[config.mk]
export PLATFORM = sky130hd
export DESIGN_NAME = poly_voice_mixer
export DESIGN_NICKNAME = d
export VERILOG_FILES = /design/src/rtl/synth_pkg.sv /design/src/rtl/voice_mac.sv /design/src/rtl/poly_voice_mixer.sv
export SDC_FILE = /design/constraint.sdc
export NUM_CORES = 1
export LEC_CHECK = 0
export CAP_MARGIN = 20
export CELL_PAD_IN_SITES_DETAIL_PLACEMENT = 1
export CELL_PAD_IN_SITES_GLOBAL_PLACEMENT = 2
export CORE_MARGIN = 2
export CORE_UTILIZATION = 31
export CTS_CLUSTER_SIZE = 30
export DETAILED_ROUTE_END_ITERATION = 12
export PLACE_DENSITY = 0.95
export SYNTH_ARGS = -nofsm -noshare
export SYNTH_HDL_FRONTEND = slang
export SYNTH_SLANG_ARGS = --single-unit
[constraint.sdc]
create_clock -name clk_in -period 16.9 [get_ports clk_in]
set_clock_uncertainty 0.1 [all_clocks]
set_input_delay 1.69 -clock clk_in [delete_from_list [all_inputs] [get_ports clk_in]]
set_output_delay 1.69 -clock clk_in [all_outputs]
set_load 0.02 [all_outputs]
[src/rtl/synth_pkg.sv]
// Shared state type, default widths and helpers for the voice synthesis datapath.
package synth_pkg;

  localparam int unsigned DEF_PHASE_WIDTH = 32;
  localparam int unsigned DEF_DATA_WIDTH  = 16;
  localparam int unsigned DEF_ENV_WIDTH   = 16;

  typedef logic [DEF_DATA_WIDTH-1:0] sample_t;

  typedef enum logic [2:0] {
    StIdle,
    StIssue,
    StDrain,
    StNorm,
    StDone
  } mix_state_e;

  // Ceiling log2; 0 and 1 both map to 0.
  function automatic int unsigned clog2_u(input int unsigned value);
    int unsigned r;
    r = 0;
    for (int i = 0; i < 32; i++) begin
      if ((32'd1 << i) < value) r = i + 1;
    end
    return r;
  endfunction

endpackage

[src/rtl/voice_mac.sv]
// Registered envelope multiply, then gate-qualified accumulate and active-voice count.
module voice_mac #(
  parameter int unsigned DATA_WIDTH = 16,
  parameter int unsigned ENV_WIDTH  = 16,
  parameter int unsigned ACC_WIDTH  = 19,
  parameter int unsigned CNT_WIDTH  = 4
) (
  input  logic                  clk_i,
  input  logic                  rst_i,
  input  logic                  clear_i,
  input  logic                  valid_i,
  input  logic                  gate_i,
  input  logic [ENV_WIDTH-1:0]  env_i,
  input  logic [DATA_WIDTH-1:0] data_i,
  output logic [ACC_WIDTH-1:0]  acc_o,
  output logic [CNT_WIDTH-1:0]  count_o
);

  logic [DATA_WIDTH+ENV_WIDTH-1:0] mult;
  logic [DATA_WIDTH-1:0]           prod_q;
  logic                            prod_en_q;
  logic [ACC_WIDTH-1:0]            acc_q;
  logic [CNT_WIDTH-1:0]            cnt_q;

  assign mult = {{ENV_WIDTH{1'b0}}, data_i} * {{DATA_WIDTH{1'b0}}, env_i};

  always_ff @(posedge clk_i) begin
    if (rst_i) begin
      prod_q    <= '0;
      prod_en_q <= 1'b0;
      acc_q     <= '0;
      cnt_q     <= '0;
    end else begin
      prod_q    <= DATA_WIDTH'(mult >> ENV_WIDTH);
      prod_en_q <= valid_i & gate_i & ~clear_i;
      if (clear_i) begin
        acc_q <= '0;
        cnt_q <= '0;
      end else if (prod_en_q) begin
        acc_q <= acc_q + ACC_WIDTH'(prod_q);
        cnt_q <= cnt_q + CNT_WIDTH'(1);
      end
    end
  end

  assign acc_o   = acc_q;
  assign count_o = cnt_q;

endmodule

[src/rtl/poly_voice_mixer.sv]
// Time-multiplexed polyphonic mixer sharing one sine-table port across all voices per tick.
// Define MIXER_AUTO_GAIN_EN to normalise by the active voice count instead of NUM_VOICES.
module poly_voice_mixer
  import synth_pkg::*;
#(
  parameter int unsigned NUM_VOICES  = 8,
  parameter int unsigned PHASE_WIDTH = DEF_PHASE_WIDTH,
  parameter int unsigned ADDR_WIDTH  = 8,
  parameter int unsigned DATA_WIDTH  = DEF_DATA_WIDTH,
  parameter int unsigned ENV_WIDTH   = DEF_ENV_WIDTH,
  parameter int unsigned RAM_LATENCY = 2,
  localparam int unsigned CntW       = $clog2(NUM_VOICES + 1)
) (
  input  logic                                  clk_in,
  input  logic                                  rst_in,
  input  logic                                  sample_tick,
  input  logic [NUM_VOICES-1:0][PHASE_WIDTH-1:0] phase_in,
  input  logic [NUM_VOICES-1:0]                 gate_in,
  input  logic [NUM_VOICES-1:0][ENV_WIDTH-1:0]  env_in,
  output logic [ADDR_WIDTH-1:0]                 addr_out,
  input  logic [DATA_WIDTH-1:0]                 rd_data_in,
  output logic [DATA_WIDTH-1:0]                 sample_out,
  output logic                                  sample_valid_out,
  output logic [CntW-1:0]                       active_count_out,
  output logic                                  busy_out,
  output logic                                  overrun_out
);

  localparam int unsigned VoiceW     = (NUM_VOICES > 1) ? $clog2(NUM_VOICES) : 1;
  localparam int unsigned DrainW     = $clog2(RAM_LATENCY + 1);
  localparam int unsigned AccW       = DATA_WIDTH + $clog2(NUM_VOICES);
  localparam int unsigned FixedShift = $clog2(NUM_VOICES);
  localparam logic [VoiceW-1:0] LastVoice = VoiceW'(NUM_VOICES - 1);
  localparam logic [DrainW-1:0] LastDrain = DrainW'(RAM_LATENCY);

  mix_state_e state_q, state_d;
  logic [VoiceW-1:0] voice_q, voice_d;
  logic [DrainW-1:0] drain_q, drain_d;
  logic              tick_accept;
  logic              issue;
  logic [ADDR_WIDTH-1:0] cur_addr, addr_hold_q;

  // Gate/envelope/valid delay line aligning each voice with its table read.
  logic [RAM_LATENCY-1:0]                vld_dly_q, gate_dly_q;
  logic [RAM_LATENCY-1:0][ENV_WIDTH-1:0] env_dly_q;

  logic [AccW-1:0]       acc;
  logic [CntW-1:0]       count;
  logic [DATA_WIDTH-1:0] norm_sample, sample_q;
  logic [CntW-1:0]       active_q;
  logic                  valid_q, overrun_q;
  logic                  unused_phase_bits;

  assign issue             = (state_q == StIssue);
  assign cur_addr          = phase_in[voice_q][PHASE_WIDTH-1 -: ADDR_WIDTH];
  assign unused_phase_bits = ^phase_in;

  always_comb begin
    state_d     = state_q;
    voice_d     = voice_q;
    drain_d     = drain_q;
    tick_accept = 1'b0;
    case (state_q)
      StIdle: begin
        if (sample_tick) begin
          tick_accept = 1'b1;
          voice_d     = '0;
          state_d     = StIssue;
        end
      end
      StIssue: begin
        if (voice_q == LastVoice) begin
          drain_d = '0;
          state_d = StDrain;
        end else begin
          voice_d = voice_q + VoiceW'(1);
        end
      end
      StDrain: begin
        if (drain_q == LastDrain) state_d = StNorm;
        else drain_d = drain_q + DrainW'(1);
      end
      StNorm:  state_d = StDone;
      StDone:  state_d = StIdle;
      default: state_d = StIdle;
    endcase
  end

  always_comb begin
    norm_sample = '0;
    if (count != '0) begin
`ifdef MIXER_AUTO_GAIN_EN
      norm_sample = DATA_WIDTH'(acc >> clog2_u(32'(count)));
`else
      norm_sample = DATA_WIDTH'(acc >> FixedShift);
`endif
    end
  end

  always_ff @(posedge clk_in) begin
    if (rst_in) begin
      state_q     <= StIdle;
      voice_q     <= '0;
      drain_q     <= '0;
      addr_hold_q <= '0;
      vld_dly_q   <= '0;
      gate_dly_q  <= '0;
      env_dly_q   <= '0;
      sample_q    <= '0;
      active_q    <= '0;
      valid_q     <= 1'b0;
      overrun_q   <= 1'b0;
    end else begin
      state_q    <= state_d;
      voice_q    <= voice_d;
      drain_q    <= drain_d;
      vld_dly_q  <= RAM_LATENCY'({vld_dly_q, issue});
      gate_dly_q <= RAM_LATENCY'({gate_dly_q, gate_in[voice_q]});
      env_dly_q  <= (RAM_LATENCY * ENV_WIDTH)'({env_dly_q, env_in[voice_q]});
      valid_q    <= (state_q == StNorm);
      if (issue) addr_hold_q <= cur_addr;
      if (state_q == StNorm) begin
        sample_q <= norm_sample;
        active_q <= count;
      end
      if (sample_tick && (state_q != StIdle)) overrun_q <= 1'b1;
    end
  end

  voice_mac #(
    .DATA_WIDTH (DATA_WIDTH),
    .ENV_WIDTH  (ENV_WIDTH),
    .ACC_WIDTH  (AccW),
    .CNT_WIDTH  (CntW)
  ) u_voice_mac (
    .clk_i   (clk_in),
    .rst_i   (rst_in),
    .clear_i (tick_accept),
    .valid_i (vld_dly_q[RAM_LATENCY-1]),
    .gate_i  (gate_dly_q[RAM_LATENCY-1]),
    .env_i   (env_dly_q[RAM_LATENCY-1]),
    .data_i  (rd_data_in),
    .acc_o   (acc),
    .count_o (count)
  );

  assign addr_out         = issue ? cur_addr : addr_hold_q;
  assign sample_out       = sample_q;
  assign sample_valid_out = valid_q;
  assign active_count_out = active_q;
  assign busy_out         = (state_q != StIdle);
  assign overrun_out      = overrun_q;

endmodule

==> key figures <==
Logic synthesis
  – Synth Area in Adders: 0.386
  – Synth Area in XOR/XNOR: 0.0181
  – Post-synth ARST share: 0
  – #FFs+latches synth: 114
  – Syn Nets: 2,215
  – Most used flip-flop cell after synthesis: dfxtp_1
  – Mux share of post-synthesis cell area: 0.105
  – Sequential area share after synthesis: 0.163
  – Post-synthesis cell count: 1,488
  – Synth Area in Simple Gates: 0.166
  – YS warnings: 0
  – Synth Area per Inst: 9.43 um2
  – Post-synthesis compound-gate area fraction: 0.0780
  – Syn Std Cell Area: 14,000 um2
  – Unique masters post-synth: 69
  – Largest family of logic cells by synthesized area: adder cells
  – Post-synth EDFFs: 0

Worst hold path
  – Hold Path Sink: env_dly_q[22]
  – Hold_sp: env_dly_q[6]
  – WHS Path Cells: 1
  – Worst min path class: reg -> reg

Clocking
  – Sink Count: 114
  – Reg clk slew, reported paths: 70 ps
  – Worst-Skew Late Latency: 430 ps
  – Clk buf depth: 2
  – Htree depth: 4
  – Setup bufs post-CTS: 0
  – Clock root cell: clkbuf_16
  – CTS tree: yes
  – Num CTS Buffers: 17
  – Resize count post-CTS: 0
  – Post-CTS Hold Fix Bufs: 0

GRT
  – Met1 Use GR: 0.219
  – Busiest layer in global routing: met2
  – Met2 usage: 0.362
  – Initial antenna violation count: 13
  – Vias in the first global route: 13,200
  – GR Layer Usage met3: 0.0382
  – Largest net degree at the start of global routing: 63
  – First-pass GRT wire length: 71.6 mm
  – Grt total ovfl: 0
  – Overall global routing resource usage: 0.196

Timing
  – RSZ-0062 raised after global routing: false
  – Final worst hold slack: 340 ps
  – Measured slew at the worst slew-check pin: 859 ps
  – Fin. max-slew vios: 0
  – Min Clock Period, post-route: 7890 ps
  – Fin Setup TNS: 0 ps
  – Worst slew margin: 0.426
  – Final Cycle Share: 0.467
  – F_max: 127 MHz
  – Final hold violation count: 0
  – Setup violators final: 0

Setup path
  – Worst Path Required: 17,090 ps
  – Crit path DAT: 8080 ps
  – Worst R2R Path Depth: 21
  – Cell Chain, Critical Path: clkdlybuf4s50_1 > nand2_1 > fa_1 > inv_1 > fa_1 > inv_1 > fa_1 > inv_1 > fa_1 > fa_1 > inv_1 > fa_1 > inv_1 > ha_1 > and4_4 > and3_1 > a221o_1 > a31oi_4 > nand3_2 > a21oi_2 > xor2_1 > nor2_1
  – CP most frequent cell: fa_1
  – Critical path depth in cells: 22
  – Reg2Reg Setup Slack: 10,490 ps
  – CP peak stage delay: 1030 ps
  – R2r startpoint: env_dly_q[23]
  – CP endpoint kind: flip-flop
  – Worst Path Class, Setup: in -> reg
  – Crit path launch type: input port
  – Family with the most delay on the worst path: adder cells
  – FF-to-FF End: u_voice_mac.prod_q[7]
  – CP max stage cell: clkdlybuf4s50_1
  – Crit path buffers/inverters: 6
  – CP max FO: 16

Status
  – Status: finished, final reports clean

Detailed routing
  – Initial DRT Pass Iterations: 4
  – Post-Route WL: 44.7 mm
  – DRT iter0 DRCs: 453
  – DRC errors left: 0
  – Vias: 11,500
  – Average wire per standard cell: 19.4 um
  – Antenna-violating nets left: 0
  – Vias per cell: 4.98

Placed design
  – DP Area: 17,000 um2
  – Port buffer count: 249
  – Post-DP HPWL: 37.4 mm
  – Final GP Congestion: 0.841

Final layout
  – Reg area: 2290 um2
  – Filler Cell Count: 5,017
  – Final nets: 2,418
  – Commonest cells after routing, fill and taps aside: 248 x clkdlybuf4s50_1, 228 x inv_1, 194 x fa_1
  – P&R area growth vs syn: 25.7%
  – Most common cell after layout, fill and taps aside: clkdlybuf4s50_1
  – Final core occ: 0.397
  – Layout cells sized above 1: 0.0634
  – Finished Cell Area: 17,600 um2
  – Multi-input gate area in the final layout: 10,600 um2

Pwr
  – Pwr Density: 69.3 nW/um2
  – Leakage dissipation: 7.68 nW
  – Worst vdd ir: 0.0603 mV

Floorplan
  – DIE AREA: 47,000 um2
  – Horiz. Die Dim: 217 um
  – # IOs: 442
  – Initial Utilization: 0.316
  – Die height: 217 um
  – Core area: 44,400 um2
  – Std-Cell Rows: 77

Run
  – Max Cap Viol: 0
[worst max-delay path by stage]
| stage | endpoint | start | slack (ps) |
|---|---|---|---|
| floorplan | u_voice_mac.prod_q[9] | rd_data_in[7] | 9800 |
| global placement | u_voice_mac.prod_q[7] | rd_data_in[9] | 8690 |
| detailed placement | u_voice_mac.prod_q[7] | rd_data_in[7] | 8530 |
| CTS | u_voice_mac.prod_q[7] | rd_data_in[7] | 8980 |
| global route | u_voice_mac.prod_q[7] | rd_data_in[6] | 8700 |
| finish | u_voice_mac.prod_q[7] | rd_data_in[6] | 9010 |
[stage by stage]
stage	instances	setup WS [ps]	power, mW
after floorplan	1488	9800	0.673
after global placement	2263	8690	0.820
after detailed placement	2263	8530	0.843
after CTS	2295	8980	1.24
after global routing	2302	8700	1.32
final	2302	9010	1.22
[worst register-to-register path, delay by kind of cell, from the launching register on]
family          cells  cell delay [ps]
compound gates      3              780
xor+xnor            1              170
fa+ha+maj           7             3410
buf+inv             5              270
flops               1              780
simple gates        5              780
[report_power, final]
part	internal (mW)	total, mW	switching, mW	leakage, nW
logic	0.242	0.528	0.286	6.45
clock network	0.225	0.388	0.163	0.297
registers	0.287	0.307	0.0200	0.933
total	0.754	1.22	0.468	7.68
[cell usage after synthesis (16+ instances only)]
master,count,area (um2)
inv_1,228,856
fa_1,194,3880
nand2_1,180,676
ha_1,122,1530
and2_1,114,713
dfxtp_1,114,2280
nor2_1,88,330
clkbuf_1,52,195
mux4_2,50,1130
a21oi_1,41,205
mux2i_1,35,350
nor2b_1,30,188
o21ai_1,21,105
xnor2_1,19,166
a22oi_1,16,120
[logic make-up (layout without fill, tap and decap cells)]
logic type	Yosys count	in the layout
buffers and inverters	302	518
multiplexers	85	85
flip-flops	114	114
XOR/XNOR	29	29
adder cells (fa/ha/maj)	316	316
AND/OR/NAND/NOR	477	477
AO/OA/AOI/OAI	165	165
other	0	6
[layout make-up]
cell class	count	share of cell area
sequential	114	0.130
multi-input combinational	1072	0.599
inverter	229	0.0487
clock inverter	15	0.0109
tap	592	0.0420
timing repair buffer	257	0.145
antenna	6	0.000851
clock buffer	17	0.0241
[sequential cells by signal, summed over array words and instances (netlist names), 2 cells and up]
register	flops
gate_dly_q	2
u_voice_mac.acc_o	19
drain_q	2
active_count_out	4
addr_hold_q	8
sample_out	16
state_q	3
u_voice_mac.count_o	4
u_voice_mac.prod_q	16
voice_q	3
env_dly_q	32
vld_dly_q	2
[routing by layer]
layer	wire, um	vias up
met2	23600	327
met5	16	-
met4	1670	2
met1	17300	5833
li1	-	5231
met3	2140	80
Note: power is estimated with default switching activity, not from simulation.
